$ cat src/rtl/tone_generator.sv
// tone_generator
//   Square-wave tone generator fed by the piano controller's registered note
//   code. Each note maps to a half-period count derived from CLK_HZ. Note
//   changes and rests are only accepted at full-period boundaries, so the
//   speaker never emits a truncated pulse.
//
//   Optional feature macro: TONE_HIGH_OCTAVE_EN
//     defined     -> codes 8..14 play C5..B5 (half-period = base >> 1)
//     not defined -> codes 8..14 behave as rest
//
//   Ports
//     clk       in   1  system clock, rising edge
//     reset     in   1  asynchronous, active-high reset
//     note_in   in   4  0 = rest, 1..7 = C4..B4, 8..14 = C5..B5, 15 = rest
//     speaker   out  1  square-wave audio output (registered)
//     playing   out  1  high while a note is sounding (registered)
//     note_cur  out  4  note code currently sounding, 0 when idle
//
//   state | meaning
//   ------+--------------------------------------------------------------
//   IDLE  | silent, waiting for a valid note code
//   HIGH  | first half of the period, speaker high, note_in ignored
//   LOW   | second half of the period, note_in sampled at its last cycle

module tone_generator #(
    parameter int unsigned CLK_HZ = 100_000_000
) (
    input  logic       clk,
    input  logic       reset,
    input  logic [3:0] note_in,
    output logic       speaker,
    output logic       playing,
    output logic [3:0] note_cur
);

    localparam logic [1:0] IDLE = 2'd0;
    localparam logic [1:0] HIGH = 2'd1;
    localparam logic [1:0] LOW  = 2'd2;

    function automatic logic [23:0] calc_half(input int unsigned freq,
                                              input int unsigned shift);
        int unsigned h;
        h = (CLK_HZ / (2 * freq)) >> shift;
        if (h < 1) h = 1;
        return h[23:0];
    endfunction

    localparam logic [23:0] HALF_1 = calc_half(262, 0);
    localparam logic [23:0] HALF_2 = calc_half(294, 0);
    localparam logic [23:0] HALF_3 = calc_half(330, 0);
    localparam logic [23:0] HALF_4 = calc_half(349, 0);
    localparam logic [23:0] HALF_5 = calc_half(392, 0);
    localparam logic [23:0] HALF_6 = calc_half(440, 0);
    localparam logic [23:0] HALF_7 = calc_half(494, 0);
`ifdef TONE_HIGH_OCTAVE_EN
    localparam logic [23:0] HALF_8  = calc_half(262, 1);
    localparam logic [23:0] HALF_9  = calc_half(294, 1);
    localparam logic [23:0] HALF_10 = calc_half(330, 1);
    localparam logic [23:0] HALF_11 = calc_half(349, 1);
    localparam logic [23:0] HALF_12 = calc_half(392, 1);
    localparam logic [23:0] HALF_13 = calc_half(440, 1);
    localparam logic [23:0] HALF_14 = calc_half(494, 1);
`endif

    function automatic logic is_valid(input logic [3:0] n);
`ifdef TONE_HIGH_OCTAVE_EN
        return (n != 4'd0) && (n != 4'd15);
`else
        return (n >= 4'd1) && (n <= 4'd7);
`endif
    endfunction

    logic [1:0]  state_q, state_d;
    logic [23:0] cnt_q, cnt_d;
    logic [3:0]  note_q, note_d;
    logic        speaker_q, speaker_d;
    logic        playing_q, playing_d;
    logic [23:0] half_sel;
    logic [23:0] half_m1;
    logic        note_ok;

    always_comb begin
        half_sel = 24'd1;
        case (note_q)
            4'd1:    half_sel = HALF_1;
            4'd2:    half_sel = HALF_2;
            4'd3:    half_sel = HALF_3;
            4'd4:    half_sel = HALF_4;
            4'd5:    half_sel = HALF_5;
            4'd6:    half_sel = HALF_6;
            4'd7:    half_sel = HALF_7;
`ifdef TONE_HIGH_OCTAVE_EN
            4'd8:    half_sel = HALF_8;
            4'd9:    half_sel = HALF_9;
            4'd10:   half_sel = HALF_10;
            4'd11:   half_sel = HALF_11;
            4'd12:   half_sel = HALF_12;
            4'd13:   half_sel = HALF_13;
            4'd14:   half_sel = HALF_14;
`endif
            default: half_sel = 24'd1;
        endcase
        half_m1 = half_sel - 24'd1;
    end

    always_comb begin
        state_d = state_q;
        cnt_d   = cnt_q;
        note_d  = note_q;
        note_ok = is_valid(note_in);
        case (state_q)
            IDLE: begin
                cnt_d  = 24'd0;
                note_d = 4'd0;
                if (note_ok) begin
                    note_d  = note_in;
                    state_d = HIGH;
                end
            end
            HIGH: begin
                if (cnt_q == half_m1) begin
                    cnt_d   = 24'd0;
                    state_d = LOW;
                end else begin
                    cnt_d = cnt_q + 24'd1;
                end
            end
            LOW: begin
                if (cnt_q == half_m1) begin
                    // period boundary: the only point where note_in is taken
                    cnt_d = 24'd0;
                    if (note_ok) begin
                        note_d  = note_in;
                        state_d = HIGH;
                    end else begin
                        note_d  = 4'd0;
                        state_d = IDLE;
                    end
                end else begin
                    cnt_d = cnt_q + 24'd1;
                end
            end
            default: begin
                state_d = IDLE;
                cnt_d   = 24'd0;
                note_d  = 4'd0;
            end
        endcase
        // outputs are registered copies of the next-state decode
        speaker_d = (state_d == HIGH);
        playing_d = (state_d != IDLE);
    end

    always_ff @(posedge clk or posedge reset) begin
        if (reset) begin
            state_q   <= IDLE;
            cnt_q     <= 24'd0;
            note_q    <= 4'd0;
            speaker_q <= 1'b0;
            playing_q <= 1'b0;
        end else begin
            state_q   <= state_d;
            cnt_q     <= cnt_d;
            note_q    <= note_d;
            speaker_q <= speaker_d;
            playing_q <= playing_d;
        end
    end

    assign speaker  = speaker_q;
    assign playing  = playing_q;
    assign note_cur = note_q;

endmodule
$ cat config.mk
export PLATFORM = sky130hd
export DESIGN_NAME = tone_generator
export DESIGN_NICKNAME = d
export VERILOG_FILES = /design/src/rtl/tone_generator.sv
export SDC_FILE = /design/constraint.sdc
export NUM_CORES = 1
export LEC_CHECK = 0
export CORE_ASPECT_RATIO = 0.7
export CORE_UTILIZATION = 50
export DETAILED_ROUTE_END_ITERATION = 10
export PLACE_DENSITY_LB_ADDON = 0.2
export SLEW_MARGIN = 20
export SYNTH_ARGS = -nofsm -noshare
export SYNTH_HDL_FRONTEND = slang
export SYNTH_SLANG_ARGS = --single-unit
$ cat constraint.sdc
create_clock -name clk -period 3.2 [get_ports clk]
set_clock_uncertainty 0.05 [all_clocks]
set_input_delay 0.8 -clock clk [delete_from_list [all_inputs] [get_ports clk]]
set_output_delay 0.8 -clock clk [all_outputs]
set_load 0.05 [all_outputs]
==> results.json, run 1 <==
{
  "cp-end-kind": "flip-flop",
  "layout-drive-gt1-share_pct": 12.6,
  "tns_ps": 0,
  "r2r-start": "note_cur[1]",
  "synth_nets": 263,
  "clock.fmax_ghz": 0.322,
  "synth_edf_count": 0,
  "fin_crit_sh_pct": 96.9,
  "hold_viol": 0,
  "gp_congestion": 0.917,
  "yosys_warnings": 0,
  "outcome": "finished, final reports clean",
  "maxCapViolations": 0,
  "post_drt_via_cell_ratio": 5.88,
  "synth_flop_cell": "dfrtp_1",
  "cts_hold_buf": 0,
  "r2r_cells": 13,
  "setup.worst_path.start": "note_cur[1]",
  "die_w_um": 81.3,
  "final_nets": 281,
  "clkSinkCount": 32,
  "die_h_um": 57.5,
  "cts_buffer_depth": 2,
  "antenna_found_initial": 0,
  "clk_latency_ps": 290,
  "grtUsageTotal_pct": 25.9,
  "clk_pin_slew_ps": 70,
  "grt_pass1_vias": 1805,
  "ys_top_cells_by_count": "34 x nor2_1, 32 x dfrtp_1, 20 x nand2_1, 20 x xor2_1, 13 x and3_1",
  "cts_tree": "done",
  "period_minus_slack_ps": 3100,
  "yosys-top-cells-area": "dfrtp_1 36%, xor2_1 8.0%, nor2_1 5.8%",
  "postSynthCellCount": 251,
  "utilization_pct": 63.0,
  "synthesis.area_um2": 2200,
  "n_fill_cell": 346,
  "globalRoute.totalOverflow": 0,
  "diodes": 0,
  "dieArea_um2": 4680,
  "cts_buffers": 5,
  "cts-root-buf": "clkbuf_8",
  "seq_area_frac_synth_pct": 36.3,
  "fin_hold_ws_ps": 541,
  "rr_endpoint": "speaker",
  "synth_top_area_share_pct": 36.3,
  "power.total_mw": 0.808,
  "r2r_slack_ps": 100,
  "grt_max_degree": 25,
  "critPathArrivalTime_ps": 3230,
  "syn_area_per_cell_um2": 8.78,
  "ios": 12,
  "area_growth_pct": 16.2,
  "powerDensity_nw_per_um2": 316,
  "rsz0062_at_grt": "yes",
  "async_flop_share_pct": 100,
  "drv_slew": 0,
  "path_class": "reg -> reg",
  "ys_types": 49,
  "ys_seq_elements": 32,
  "worst_pin_slew_ps": 697,
  "ant_nets": 0,
  "wl_per_cell_um": 16.7,
  "placeableCoreArea_um2": 4070,
  "slew_headroom_pct": 53.5,
  "synth_area_leader_cell": "dfrtp_1",
  "grt_pass1_wl_um": 8800,
  "htreeDepth": 2,
  "critPathMaxFanout": 5,
  "drt-initial-drc-count": 225,
  "drcViolationCount": 0,
  "ir_drop_v": 0.000266,
  "crit_required_ps": 3320,
  "numPortBuffers": 11,
  "hold_path.class": "reg -> reg",
  "initial_core_util_pct": 54.2,
  "yosysMostFrequentCell": "nor2_1",
  "endpoint": "speaker",
  "setup_viol": 0,
  "vias": 1892,
  "wirelength_um": 5370,
  "row_count": 19,
  "dr.pass1.iters": 7,
  "leakagePower_nw": 1.16,
  "hpwl_um": 3860,
  "start_kind": "flip-flop"
}
[state kept, by name (all words and copies together) (netlist names)]
signal,cells
state_q,2
note_cur,4
playing,1
cnt_q,24
speaker,1
[where the power goes]
group	total (mW)	switching, mW	internal [mW]
Combinational	0.0198	0.0115	0.00823
Sequential	0.404	0	0.404
Clock	0.384	0.153	0.231
Total	0.808	0.165	0.644
[layout by cell type, fill, tap and decap left out, types with 6 or more instances in the layout]
master,n
xnor2_1,10
and3_1,13
xor2_1,20
inv_1,10
o21ai_0,6
nand2_1,19
nor2_1,34
buf_4,10
nor3_1,6
dfrtp_1,28
nand3_1,9
clkdlybuf4s50_1,11
[worst min path at each step]
stage               startpoint         to  slack [ps]  cells after the start
floorplan             cnt_q[0]   cnt_q[0]         450                      1
global placement     cnt_q[23]  cnt_q[23]         490                      2
detailed placement   cnt_q[23]  cnt_q[23]         510                      2
CTS                  cnt_q[23]  cnt_q[23]         530                      2
global route         cnt_q[16]  cnt_q[16]         560                      2
finish               cnt_q[23]  cnt_q[23]         540                      2
[logic make-up (layout without fill, tap and decap cells)]
kind of cell | after synthesis | count (layout) | share of synthesized area (%)
AO/OA/AOI/OAI | 42 | 42 | 14.1
XOR/XNOR | 30 | 30 | 11.9
adder cells (fa/ha/maj) | 7 | 7 | 3.86
buffers and inverters | 22 | 41 | 4.60
flip-flops | 32 | 32 | 36.3
multiplexers | 5 | 5 | 2.38
AND/OR/NAND/NOR | 113 | 113 | 26.7
[per-layer routing]
metal  global-route usage (%)  vias to the layer above  share of wire [%]
met2                     35.5                       74                 41
met1                     39.8                      896                 49
met5                        0                        -                  0
met3                     5.44                        7                9.1
met4                     9.44                        0                1.4
li1                         -                      915                  -
[worst max-delay path, stage by stage (launching register included)]
cell and delay (ps):
dfrtp_2 430, nand2b_4 150, a21oi_2 130, nor2_1 50
ha_2 290, xnor2_1 120, or4_1 410, nor4_2 170
o2111ai_1 160, nor4_2 320, buf_4 180, a22oi_2 80
o31a_1 310, and3_1 150
[repair_timing]
item | 4_1_cts | 5_1_grt
gates resized for setup | 1 | 7
pin swaps | 0 | 2
buffers inserted | 0 | 1
setup endpoints to repair | 1 | 31
[final cells by class]
class / instances / area (µm²) / share of cell area, %
timing repair buffer: 22 / 205 / 8.01
inverter: 11 / 41.3 / 1.61
multi-input combinational: 197 / 1340 / 52.2
sequential: 32 / 806 / 31.5
tap: 52 / 65.1 / 2.54
clock buffer: 6 / 72.6 / 2.83
clock inverter: 2 / 35.0 / 1.37
[through the flow]
step	cell area [µm²]	worst slack, ps	instances
after detailed placement	2410	4.19	313
after global placement	2410	91.1	313
after global routing	2560	-42.4	322
after CTS	2520	31.8	321
final	2560	98.7	322
after floorplan	2220	-69.0	251
Power figures use the tool's default switching activity.
==> run 2, diff against run 1 <==
ABC_AREA = 0   (was not set)
==> results of run 2 <==
The final DEF is identical to that of run 1; final timing and power are the same.
